--- src/rtl/csa_cpa_resolve_if.sv ---
// Handshake bundle for csa_cpa_resolve: carry-save pair in, resolved binary result out.
// Carries out_sat only when CSA_CPA_SAT_EN is defined.
interface csa_cpa_resolve_if #(
  parameter int S_W = 17,
  parameter int C_W = 15
);
  logic           in_valid;
  logic           in_ready;
  logic [S_W-1:0] in_sum;
  logic [C_W-1:0] in_carry;
  logic           out_valid;
  logic           out_ready;
  logic [S_W:0]   out_result;
`ifdef CSA_CPA_SAT_EN
  logic           out_sat;

  modport master (
    output in_valid, in_sum, in_carry, out_ready,
    input  in_ready, out_valid, out_result, out_sat
  );

  modport slave (
    input  in_valid, in_sum, in_carry, out_ready,
    output in_ready, out_valid, out_result, out_sat
  );
`else
  modport master (
    output in_valid, in_sum, in_carry, out_ready,
    input  in_ready, out_valid, out_result
  );

  modport slave (
    input  in_valid, in_sum, in_carry, out_ready,
    output in_ready, out_valid, out_result
  );
`endif
endinterface

--- src/rtl/csa_cpa_resolve.sv ---
// Multi-cycle chunked carry-propagate adder resolving one carry-save pair per transaction.
// Optional saturation of the result to S_W bits is enabled by defining CSA_CPA_SAT_EN.
module csa_cpa_resolve #(
  parameter int S_W     = 17,
  parameter int C_W     = 15,
  parameter int CHUNK_W = 6
) (
  input  logic                 clk,
  input  logic                 rst_n,
  csa_cpa_resolve_if.slave     bus
);

  localparam int R_W     = S_W + 1;
  localparam int N_CHUNK = (R_W + CHUNK_W - 1) / CHUNK_W;
  // Operands and the working result are padded to whole chunks so every slice stays in range.
  localparam int P_W     = N_CHUNK * CHUNK_W;
  localparam int CI_W    = (N_CHUNK > 1) ? $clog2(N_CHUNK) : 1;

  typedef enum logic [1:0] {
    IDLE = 2'd0,
    ADD  = 2'd1,
    HOLD = 2'd2
  } state_e;

  state_e          state_q, state_d;
  logic [P_W-1:0]  op_a_q, op_a_d;
  logic [P_W-1:0]  op_b_q, op_b_d;
  logic [P_W-1:0]  res_q, res_d;
  logic [CI_W-1:0] chunk_idx_q, chunk_idx_d;
  logic            carry_q, carry_d;
  logic            in_ready_q, in_ready_d;
  logic            out_valid_q, out_valid_d;
  logic [R_W-1:0]  out_result_q, out_result_d;
  logic            out_sat_q, out_sat_d;

  logic [CHUNK_W-1:0] a_chunk_s;
  logic [CHUNK_W-1:0] b_chunk_s;
  logic [CHUNK_W:0]   chunk_sum_s;
  logic [P_W-1:0]     res_next_s;

  // Next-state, chunk datapath and output-register logic.
  always_comb begin
    state_d      = state_q;
    op_a_d       = op_a_q;
    op_b_d       = op_b_q;
    res_d        = res_q;
    chunk_idx_d  = chunk_idx_q;
    carry_d      = carry_q;
    in_ready_d   = in_ready_q;
    out_valid_d  = out_valid_q;
    out_result_d = out_result_q;
    out_sat_d    = out_sat_q;
    a_chunk_s    = {CHUNK_W{1'b0}};
    b_chunk_s    = {CHUNK_W{1'b0}};
    res_next_s   = res_q;

    for (int k = 0; k < N_CHUNK; k++) begin
      if (chunk_idx_q == CI_W'(k)) begin
        a_chunk_s = op_a_q[k*CHUNK_W +: CHUNK_W];
        b_chunk_s = op_b_q[k*CHUNK_W +: CHUNK_W];
      end else begin
        a_chunk_s = a_chunk_s;
      end
    end

    chunk_sum_s = {1'b0, a_chunk_s} + {1'b0, b_chunk_s} + {{CHUNK_W{1'b0}}, carry_q};

    for (int k = 0; k < N_CHUNK; k++) begin
      if (chunk_idx_q == CI_W'(k)) begin
        res_next_s[k*CHUNK_W +: CHUNK_W] = chunk_sum_s[CHUNK_W-1:0];
      end else begin
        res_next_s = res_next_s;
      end
    end

    case (state_q)
      IDLE: begin
        if (bus.in_valid) begin
          op_a_d      = {{(P_W-S_W){1'b0}}, bus.in_sum};
          op_b_d      = {{(P_W-C_W){1'b0}}, bus.in_carry};
          chunk_idx_d = {CI_W{1'b0}};
          carry_d     = 1'b0;
          in_ready_d  = 1'b0;
          state_d     = ADD;
        end else begin
          in_ready_d  = 1'b1;
        end
      end
      ADD: begin
        res_d   = res_next_s;
        // Final chunk carry-out lands here too; it is always zero and never consumed.
        carry_d = chunk_sum_s[CHUNK_W];
        if (chunk_idx_q == CI_W'(N_CHUNK - 1)) begin
          state_d      = HOLD;
          out_valid_d  = 1'b1;
`ifdef CSA_CPA_SAT_EN
          if (res_next_s[S_W]) begin
            out_result_d = {1'b0, {S_W{1'b1}}};
            out_sat_d    = 1'b1;
          end else begin
            out_result_d = res_next_s[R_W-1:0];
            out_sat_d    = 1'b0;
          end
`else
          out_result_d = res_next_s[R_W-1:0];
          out_sat_d    = 1'b0;
`endif
        end else begin
          chunk_idx_d = chunk_idx_q + CI_W'(1);
        end
      end
      HOLD: begin
        if (bus.out_ready) begin
          state_d     = IDLE;
          out_valid_d = 1'b0;
          out_sat_d   = 1'b0;
          in_ready_d  = 1'b1;
        end else begin
          out_valid_d = 1'b1;
        end
      end
      default: begin
        state_d     = IDLE;
        out_valid_d = 1'b0;
        out_sat_d   = 1'b0;
        in_ready_d  = 1'b1;
      end
    endcase
  end

  // State and datapath registers with asynchronous clear.
  always_ff @(posedge clk or negedge rst_n) begin
    if (!rst_n) begin
      state_q      <= IDLE;
      op_a_q       <= {P_W{1'b0}};
      op_b_q       <= {P_W{1'b0}};
      res_q        <= {P_W{1'b0}};
      chunk_idx_q  <= {CI_W{1'b0}};
      carry_q      <= 1'b0;
      in_ready_q   <= 1'b1;
      out_valid_q  <= 1'b0;
      out_result_q <= {R_W{1'b0}};
      out_sat_q    <= 1'b0;
    end else begin
      state_q      <= state_d;
      op_a_q       <= op_a_d;
      op_b_q       <= op_b_d;
      res_q        <= res_d;
      chunk_idx_q  <= chunk_idx_d;
      carry_q      <= carry_d;
      in_ready_q   <= in_ready_d;
      out_valid_q  <= out_valid_d;
      out_result_q <= out_result_d;
      out_sat_q    <= out_sat_d;
    end
  end

  assign bus.in_ready   = in_ready_q;
  assign bus.out_valid  = out_valid_q;
  assign bus.out_result = out_result_q;
`ifdef CSA_CPA_SAT_EN
  assign bus.out_sat    = out_sat_q;
`endif

endmodule

--- src/flat_wrapper.sv ---
// flat-port wrapper written by rule: the top's interface ports become plain ports
module csa_cpa_resolve_flat 
#(
  parameter int S_W     = 17,
  parameter int C_W     = 15,
  parameter int CHUNK_W = 6
)
  (clk, rst_n, bus_in_valid, bus_in_sum, bus_in_carry, bus_out_ready, bus_in_ready, bus_out_valid, bus_out_result);
  csa_cpa_resolve_if #(.S_W(S_W), .C_W(C_W)) bus_i ();
  input  logic clk;
  input  logic rst_n;
  input wire logic [$bits(bus_i.in_valid)-1:0] bus_in_valid;
  input wire logic [$bits(bus_i.in_sum)-1:0] bus_in_sum;
  input wire logic [$bits(bus_i.in_carry)-1:0] bus_in_carry;
  input wire logic [$bits(bus_i.out_ready)-1:0] bus_out_ready;
  output wire logic [$bits(bus_i.in_ready)-1:0] bus_in_ready;
  output wire logic [$bits(bus_i.out_valid)-1:0] bus_out_valid;
  output wire logic [$bits(bus_i.out_result)-1:0] bus_out_result;
  assign bus_i.in_valid = bus_in_valid;
  assign bus_i.in_sum = bus_in_sum;
  assign bus_i.in_carry = bus_in_carry;
  assign bus_i.out_ready = bus_out_ready;
  assign bus_in_ready = bus_i.in_ready;
  assign bus_out_valid = bus_i.out_valid;
  assign bus_out_result = bus_i.out_result;
  csa_cpa_resolve #(.S_W(S_W), .C_W(C_W), .CHUNK_W(CHUNK_W)) u_core (.clk(clk), .rst_n(rst_n), .bus(bus_i));
endmodule
--- config.mk ---
export PLATFORM = sky130hd
export DESIGN_NAME = csa_cpa_resolve_flat
export DESIGN_NICKNAME = d
export VERILOG_FILES = /design/src/rtl/csa_cpa_resolve_if.sv /design/src/rtl/csa_cpa_resolve.sv /design/src/flat_wrapper.sv
export SDC_FILE = /design/constraint.sdc
export NUM_CORES = 1
export LEC_CHECK = 0
export CAP_MARGIN = 20
export CORE_MARGIN = 3
export CORE_UTILIZATION = 40
export DETAILED_ROUTE_END_ITERATION = 10
export PLACE_DENSITY = 0.6
export RECOVER_POWER = 25
export SLEW_MARGIN = 25
export SYNTH_ARGS = -nofsm -noshare
export SYNTH_HDL_FRONTEND = slang
export SYNTH_SLANG_ARGS = --single-unit
--- constraint.sdc ---
create_clock -name clk -period 3.65 [get_ports clk]
set_clock_uncertainty 0.05 [all_clocks]
set_input_delay 0.365 -clock clk [delete_from_list [all_inputs] [get_ports clk]]
set_output_delay 0.365 -clock clk [all_outputs]
set_load 0.02 [all_outputs]
==> flow_metrics.py, run 1 <==
metrics = {
    "cts": {
        "cts.sinks": 69,
        "cts_tree": "yes",
        "cts_hold_buf": 0,
        "cts_max_level": 3,
        "numCtsBuffers": 9,
        "cts_buffer_depth": 2,
        "clk_pin_slew_ns": 0.07,
        "cts-root-buf": "clkbuf_8",
        "insertion_delay_ns": 0.33,
        "cts_setup_buffers": 0,
        "cts_resized": 0,
    },
    "global_routing": {
        "grt_pass1_wl_um": 11500,
        "antenna_found_initial": 0,
        "grt_pass1_vias": 2395,
        "grt_start_max_net_pins": 38,
        "gr-total-overflow": 0,
        "track_usage_pct": 15.2,
    },
    "floorplanning": {
        "dieArea_sq_um": 9420,
        "die_h_um": 97.1,
        "die_w_um": 97.1,
        "io_pins": 56,
        "rows": 32,
        "initial_core_util_pct": 42.1,
        "core_area_sq_um": 7890,
    },
    "status": {
        "status": "complete, but fails checks",
        "violations": "capacitance limit, slew limit",
    },
    "routing": {
        "wire_per_inst_um": 14.4,
        "drc": 0,
        "postRouteAntennaNets": 0,
        "num_vias": 2431,
        "vias_per_cell": 5.12,
        "routed_wl_um": 6820,
        "drtIter0Drc": 84,
        "firstDrtPassIters": 4,
    },
    "worst_setup_path": {
        "crit_path_frequent_cell": "o21ai_0",
        "cpMaxStageDelayCell": "fa_1",
        "required_ns": 3.80,
        "cp_top_family": "adder cells",
        "critPathMaxStageDelay_ns": 0.46,
        "worstPathArrival_ns": 3.24,
        "r2r_slack_ns": 0.56,
        "crit_path_end_kind": "register",
        "cp_num_cells": 12,
        "critPathLaunch": "u_core.chunk_idx_q[0]",
        "crit_type": "reg2reg",
        "r2r_start": "u_core.chunk_idx_q[0]",
        "crit_fanout": 5,
        "path_buf_inv": 1,
        "start_kind": "register",
        "r2r_cells": 12,
        "worstPathCellList": "inv_1 > ha_1 > nor2b_1 > a221o_1 > o21ai_0 > fa_1 > fa_1 > nor2b_1 > o21ai_0 > nand2b_1 > xnor2_1 > o21ai_0",
        "r2r-end": "u_core.res_q[10]",
        "crit_end": "u_core.res_q[10]",
    },
    "placed_design": {
        "pre_cts_ws_ns": 0.582,
        "port_buffers": 55,
        "dp_cells": 459,
        "dp_hpwl_um": 4990,
        "place_area_sq_um": 3970,
        "place_congestion": 0.747,
    },
    "timing": {
        "final.setup.tns_ns": 0,
        "slew_headroom_pct": -31.3,
        "timing.hold.ws_ns": 0.429,
        "rsz0062_at_grt": "no",
        "setup_violations": 0,
        "hold_viol": 0,
        "post-route-period-util_pct": 84.7,
        "timing.final.ws_setup_ns": 0.560,
        "tightestPinTransition_ns": 1.97,
        "slew_violations": 38,
        "clock.fmax_ghz": 0.324,
        "min_period_ns": 3.09,
    },
    "final_layout": {
        "layout-drive-gt1-share_pct": 15.0,
        "final_common_cell": "dfrtp_1",
        "nets": 417,
        "fin_cells": 475,
        "design_area_sq_um": 4120,
        "area_growth_pct": 24.2,
        "fillCellCount": 714,
        "diodes": 0,
        "final_cell_mix": "68 x dfrtp_1, 54 x clkdlybuf4s50_1, 46 x nand2_1, 39 x o21ai_0, 34 x mux2_2",
        "final_core_util_pct": 52.2,
    },
    "yosys": {
        "syn_inst": 312,
        "synth_area_sq_um": 3320,
        "seq_area_frac_synth_pct": 52.1,
        "synth.distinct_cells": 38,
        "ys_seq_elements": 69,
        "syn_area_per_cell_sq_um": 10.6,
        "yosysWarningCount": 0,
        "synth_edf_count": 0,
        "async_flop_share_pct": 100,
        "synthFlopType": "dfrtp_1",
        "syn-num-nets": 361,
    },
    "power_and_ir_drop": {
        "ir_worst_vdd_mv": 0.319,
        "total_power_mw": 3.98,
        "leakagePower_nw": 1.81,
        "powerDensity_nw_per_um2": 966,
    },
    "hold_path": {
        "hold_path_class": "reg2reg",
        "min_delay_path_depth": 2,
    },
    "job": {
        "maxCapViolCount": 1,
    },
}
## synthesized netlist by cell type, types with 2 or more instances
cell / number / share of area, %
dfrtp_1: 68 / 51
nand2_1: 46 / 5.2
o21ai_0: 39 / 5.9
mux2_2: 34 / 12
nor2_1: 18 / 2.0
a21oi_1: 14 / 2.1
ha_1: 11 / 4.1
inv_1: 11 / 1.2
clkbuf_1: 9 / 1.0
mux2i_1: 8 / 2.4
buf_2: 7 / 1.1
nor2b_1: 5 / 0.94
nor3b_1: 5 / 1.1
nand3_1: 4 / 0.60
a221o_1: 3 / 0.91
a22oi_1: 3 / 0.68
a21o_1: 2 / 0.45
a22o_1: 2 / 0.53
fa_1: 2 / 1.2
nand2b_1: 2 / 0.38
xnor2_1: 2 / 0.53
## report_power, final
| part | total [mW] | internal, mW | switching, mW |
|---|---|---|---|
| combinational | 2.15 | 0.977 | 1.17 |
| clock | 0.511 | 0.246 | 0.265 |
| sequential | 1.32 | 1.13 | 0.194 |
| total | 3.98 | 2.35 | 1.63 |
## worst reg2reg max path, cell delays in order, from the launching register on
cell and delay, ns:
dfrtp_1 0.40, inv_1 0.12, ha_1 0.18, nor2b_1 0.30, a221o_1 0.21, o21ai_0 0.11
fa_1 0.46, fa_1 0.45, nor2b_1 0.12, o21ai_0 0.08, nand2b_1 0.12, xnor2_1 0.21
o21ai_0 0.15
## sequential cells by signal, summed over array words and instances (netlist names)
| register | count |
|---|---|
| u_core.res_q | 12 |
| u_core.bus.out_result | 18 |
| u_core.op_a_q | 17 |
| u_core.chunk_idx_q | 2 |
| u_core.op_b_q | 15 |
| u_core.state_q | 2 |
| u_core.bus.out_valid | 1 |
| u_core.bus.in_ready | 1 |
| u_core.carry_q | 1 |
## cell type report
type,count,area (sq um),share of cell area [%]
clock buffer,14,143,3.46
clock inverter,2,10.0,0.243
inverter,11,41.3,1.00
multi-input combinational,215,1480,35.8
sequential,69,1730,42.0
tap,102,128,3.10
timing repair buffer,62,594,14.4
## layer usage
metal	up-vias	routed length, um	global-route usage, %
met5	-	0	0
met4	0	136	6.16
met3	13	303	3.95
met2	55	3140	23.8
met1	1170	3240	20.1
li1	1193	-	-
## kinds of logic after synthesis
logic type               after synthesis  share of synthesized area, %
flip-flops                            69                          52.1
XOR/XNOR                               3                         0.792
buffers and inverters                 28                          3.43
multiplexers                          42                          14.0
AO/OA/AOI/OAI                         74                          13.5
AND/OR/NAND/NOR                       83                          10.9
adder cells (fa/ha/maj)               13                          5.36
## how the worst min path moves through the flow
stage,startpoint,slack [ns],endpoint
floorplan,rst_n,0.02,u_core.bus.out_result[0]
global placement,u_core.res_q[10],0.41,u_core.res_q[10]
detailed placement,u_core.res_q[4],0.41,u_core.res_q[4]
CTS,rst_n,0.11,u_core.bus.out_result[5]
global route,u_core.res_q[4],0.44,u_core.res_q[4]
finish,u_core.bus.out_result[1],0.43,u_core.bus.out_result[1]
No activity file was read; power rests on OpenSTA's default activity.
==> inputs of run 2 (changes only) <==
clock period = 3.1 ns   (was 3.65 ns; I/O delays follow)
==> run 2 against run 1 <==
Compared with the run above: critical path type unchanged; clock power is 27% higher; sequential share of layout area decreased by 1.1 points; the flow now finishes without violations; largest cell class unchanged; routed wire length up 0.23%; non-clock buffer count is 6 higher; worst hold slack lost 0.0052 ns; die area unchanged.
==> flow_metrics.py, run 2 (same netlist as run 1, synthesis figures left out) <==
metrics = {
    "routing": {
        "firstDrtPassIters": 4,
        "drtIter0Drc": 94,
        "postRouteAntennaNets": 0,
        "drc": 0,
        "vias_per_cell": 5.11,
        "routed_wl_um": 6840,
        "wire_per_inst_um": 14.2,
        "num_vias": 2458,
    },
    "placed_design": {
        "port_buffers": 55,
        "dp_cells": 464,
        "pre_cts_ws_ns": 0.0122,
        "dp_hpwl_um": 5040,
        "place_congestion": 0.762,
    },
    "worst_setup_path": {
        "start_kind": "register",
        "crit_fanout": 5,
        "r2r_cells": 12,
        "crit_type": "reg2reg",
        "required_ns": 3.26,
        "crit_path_end_kind": "register",
        "worstPathArrival_ns": 3.04,
    },
    "cts": {
        "cts_buffer_depth": 2,
        "cts_setup_buffers": 0,
        "insertion_delay_ns": 0.33,
        "numCtsBuffers": 9,
        "cts-root-buf": "clkbuf_8",
        "cts_max_level": 3,
        "cts.sinks": 69,
        "cts_tree": "yes",
        "clk_pin_slew_ns": 0.07,
    },
    "global_routing": {
        "grt_pass1_vias": 2569,
        "track_usage_pct": 15.8,
        "grt_pass1_wl_um": 12200,
        "gr-total-overflow": 0,
        "antenna_found_initial": 0,
        "grt_start_max_net_pins": 33,
    },
    "hold_path": {
        "hold_path_class": "reg2reg",
        "min_delay_path_depth": 2,
    },
    "final_layout": {
        "final_common_cell": "dfrtp_1",
        "final_cell_mix": "68 x dfrtp_1, 54 x clkdlybuf4s50_1, 46 x nand2_1, 38 x o21ai_0, 34 x mux2_2",
        "final_core_util_pct": 53.7,
        "diodes": 0,
        "area_growth_pct": 27.6,
        "largest_register_ffs": 18,
        "layout-drive-gt1-share_pct": 17.4,
        "fin_cells": 481,
        "nets": 423,
    },
    "floorplanning": {
        "die_w_um": 97.1,
        "dieArea_sq_um": 9420,
        "io_pins": 56,
        "die_h_um": 97.1,
        "core_area_sq_um": 7890,
        "initial_core_util_pct": 42.1,
        "rows": 32,
    },
    "timing": {
        "hold_viol": 0,
        "clock.fmax_ghz": 0.347,
        "setup_violations": 0,
        "timing.final.ws_setup_ns": 0.219,
        "min_period_ns": 2.88,
        "rsz0062_at_grt": "no",
        "tightestPinTransition_ns": 1.18,
        "post-route-period-util_pct": 92.9,
        "slew_violations": 0,
        "final.setup.tns_ns": 0,
        "slew_headroom_pct": 21.4,
    },
    "power_and_ir_drop": {
        "leakagePower_nw": 1.86,
        "switching_power_mw": 1.98,
        "pwr-share-clk_pct": 13.1,
        "pwr-share-seq_pct": 31.4,
        "power_frac_comb_pct": 55.4,
        "total_power_mw": 4.92,
        "swShare_pct": 40.2,
        "ir_worst_vdd_mv": 0.391,
        "p_int_mw": 2.95,
        "powerDensity_nw_per_um2": 1160,
    },
    "job": {
        "maxCapViolCount": 0,
    },
    "status": {
        "status": "completed",
    },
}
==> run 2: metrics by stage <==
stage	cell area, sq um	hold WS (ns)
floorplan	3320	-0.0356
global placement	4020	0.203
detailed placement	4020	0.205
CTS	4200	0.381
global route	4230	0.458
finish	4230	0.424
==> run 2: layout make-up <==
type                    instances  area, sq um
fillers                       714         3650
flip-flops and latches         69         1730
multi-input cells             215         1520
repair buffers                 68          651
clock buffers                  15          166
well taps                     102          128
inverters                      11         41.3
clock inverters                 1         5.00
==> run 2: layer usage <==
metal | GRT usage, % | routed length (um) | vias up
met5 | 0 | 0 | -
met4 | 5.18 | 76 | 0
met3 | 3.80 | 403 | 10
met2 | 24.9 | 3180 | 66
met1 | 21.4 | 3180 | 1172
li1 | - | - | 1210
==> run 2: path summary, 6_finish.rpt <==
kind,startpoint,endpoint,slack [ns]
min reg2reg,u_core.res_q[5],u_core.res_q[5],0.42
min in group asynchronous,rst_n,u_core.res_q[3],0.57
max,u_core.chunk_idx_q[0],u_core.res_q[4],0.22
max in group asynchronous,rst_n,u_core.res_q[1],0.85
max reg2reg,u_core.chunk_idx_q[0],u_core.res_q[4],0.22
min,u_core.res_q[5],u_core.res_q[5],0.42
==> run 2: timing repair <==
item / in CTS / in global routing
gates resized for setup: 1 / 8
hold buffers: 1 / 0
setup endpoints to repair: 3 / 9
hold endpoints to repair: 16 / 0
==> run 2: power groups by stage <==
stage	combinational (mW)	sequential [mW]	clock, mW
finish	2.73	1.55	0.647
floorplan	1.73	1.63	0
global route	3.06	1.60	0.715
detailed placement	2.60	1.57	0
CTS	2.62	1.55	0.666
global placement	2.56	1.56	0
==> run 2: critical path, stage by stage, from the launching register on <==
cell	delay, ns
dfrtp_1	0.40
inv_1	0.12
ha_1	0.24
nor2b_4	0.20
a221o_1	0.15
o21ai_0	0.12
fa_1	0.45
fa_2	0.39
nor2b_1	0.11
o21ai_0	0.08
nand2b_1	0.15
xnor2_2	0.16
o21ai_0	0.13
==> inputs of run 3 (changes only) <==
CTS_CLUSTER_SIZE = 10   (was not set)
==> results of run 3 <==
Same layout as run 2: the final DEF is identical, and so are final timing and power.
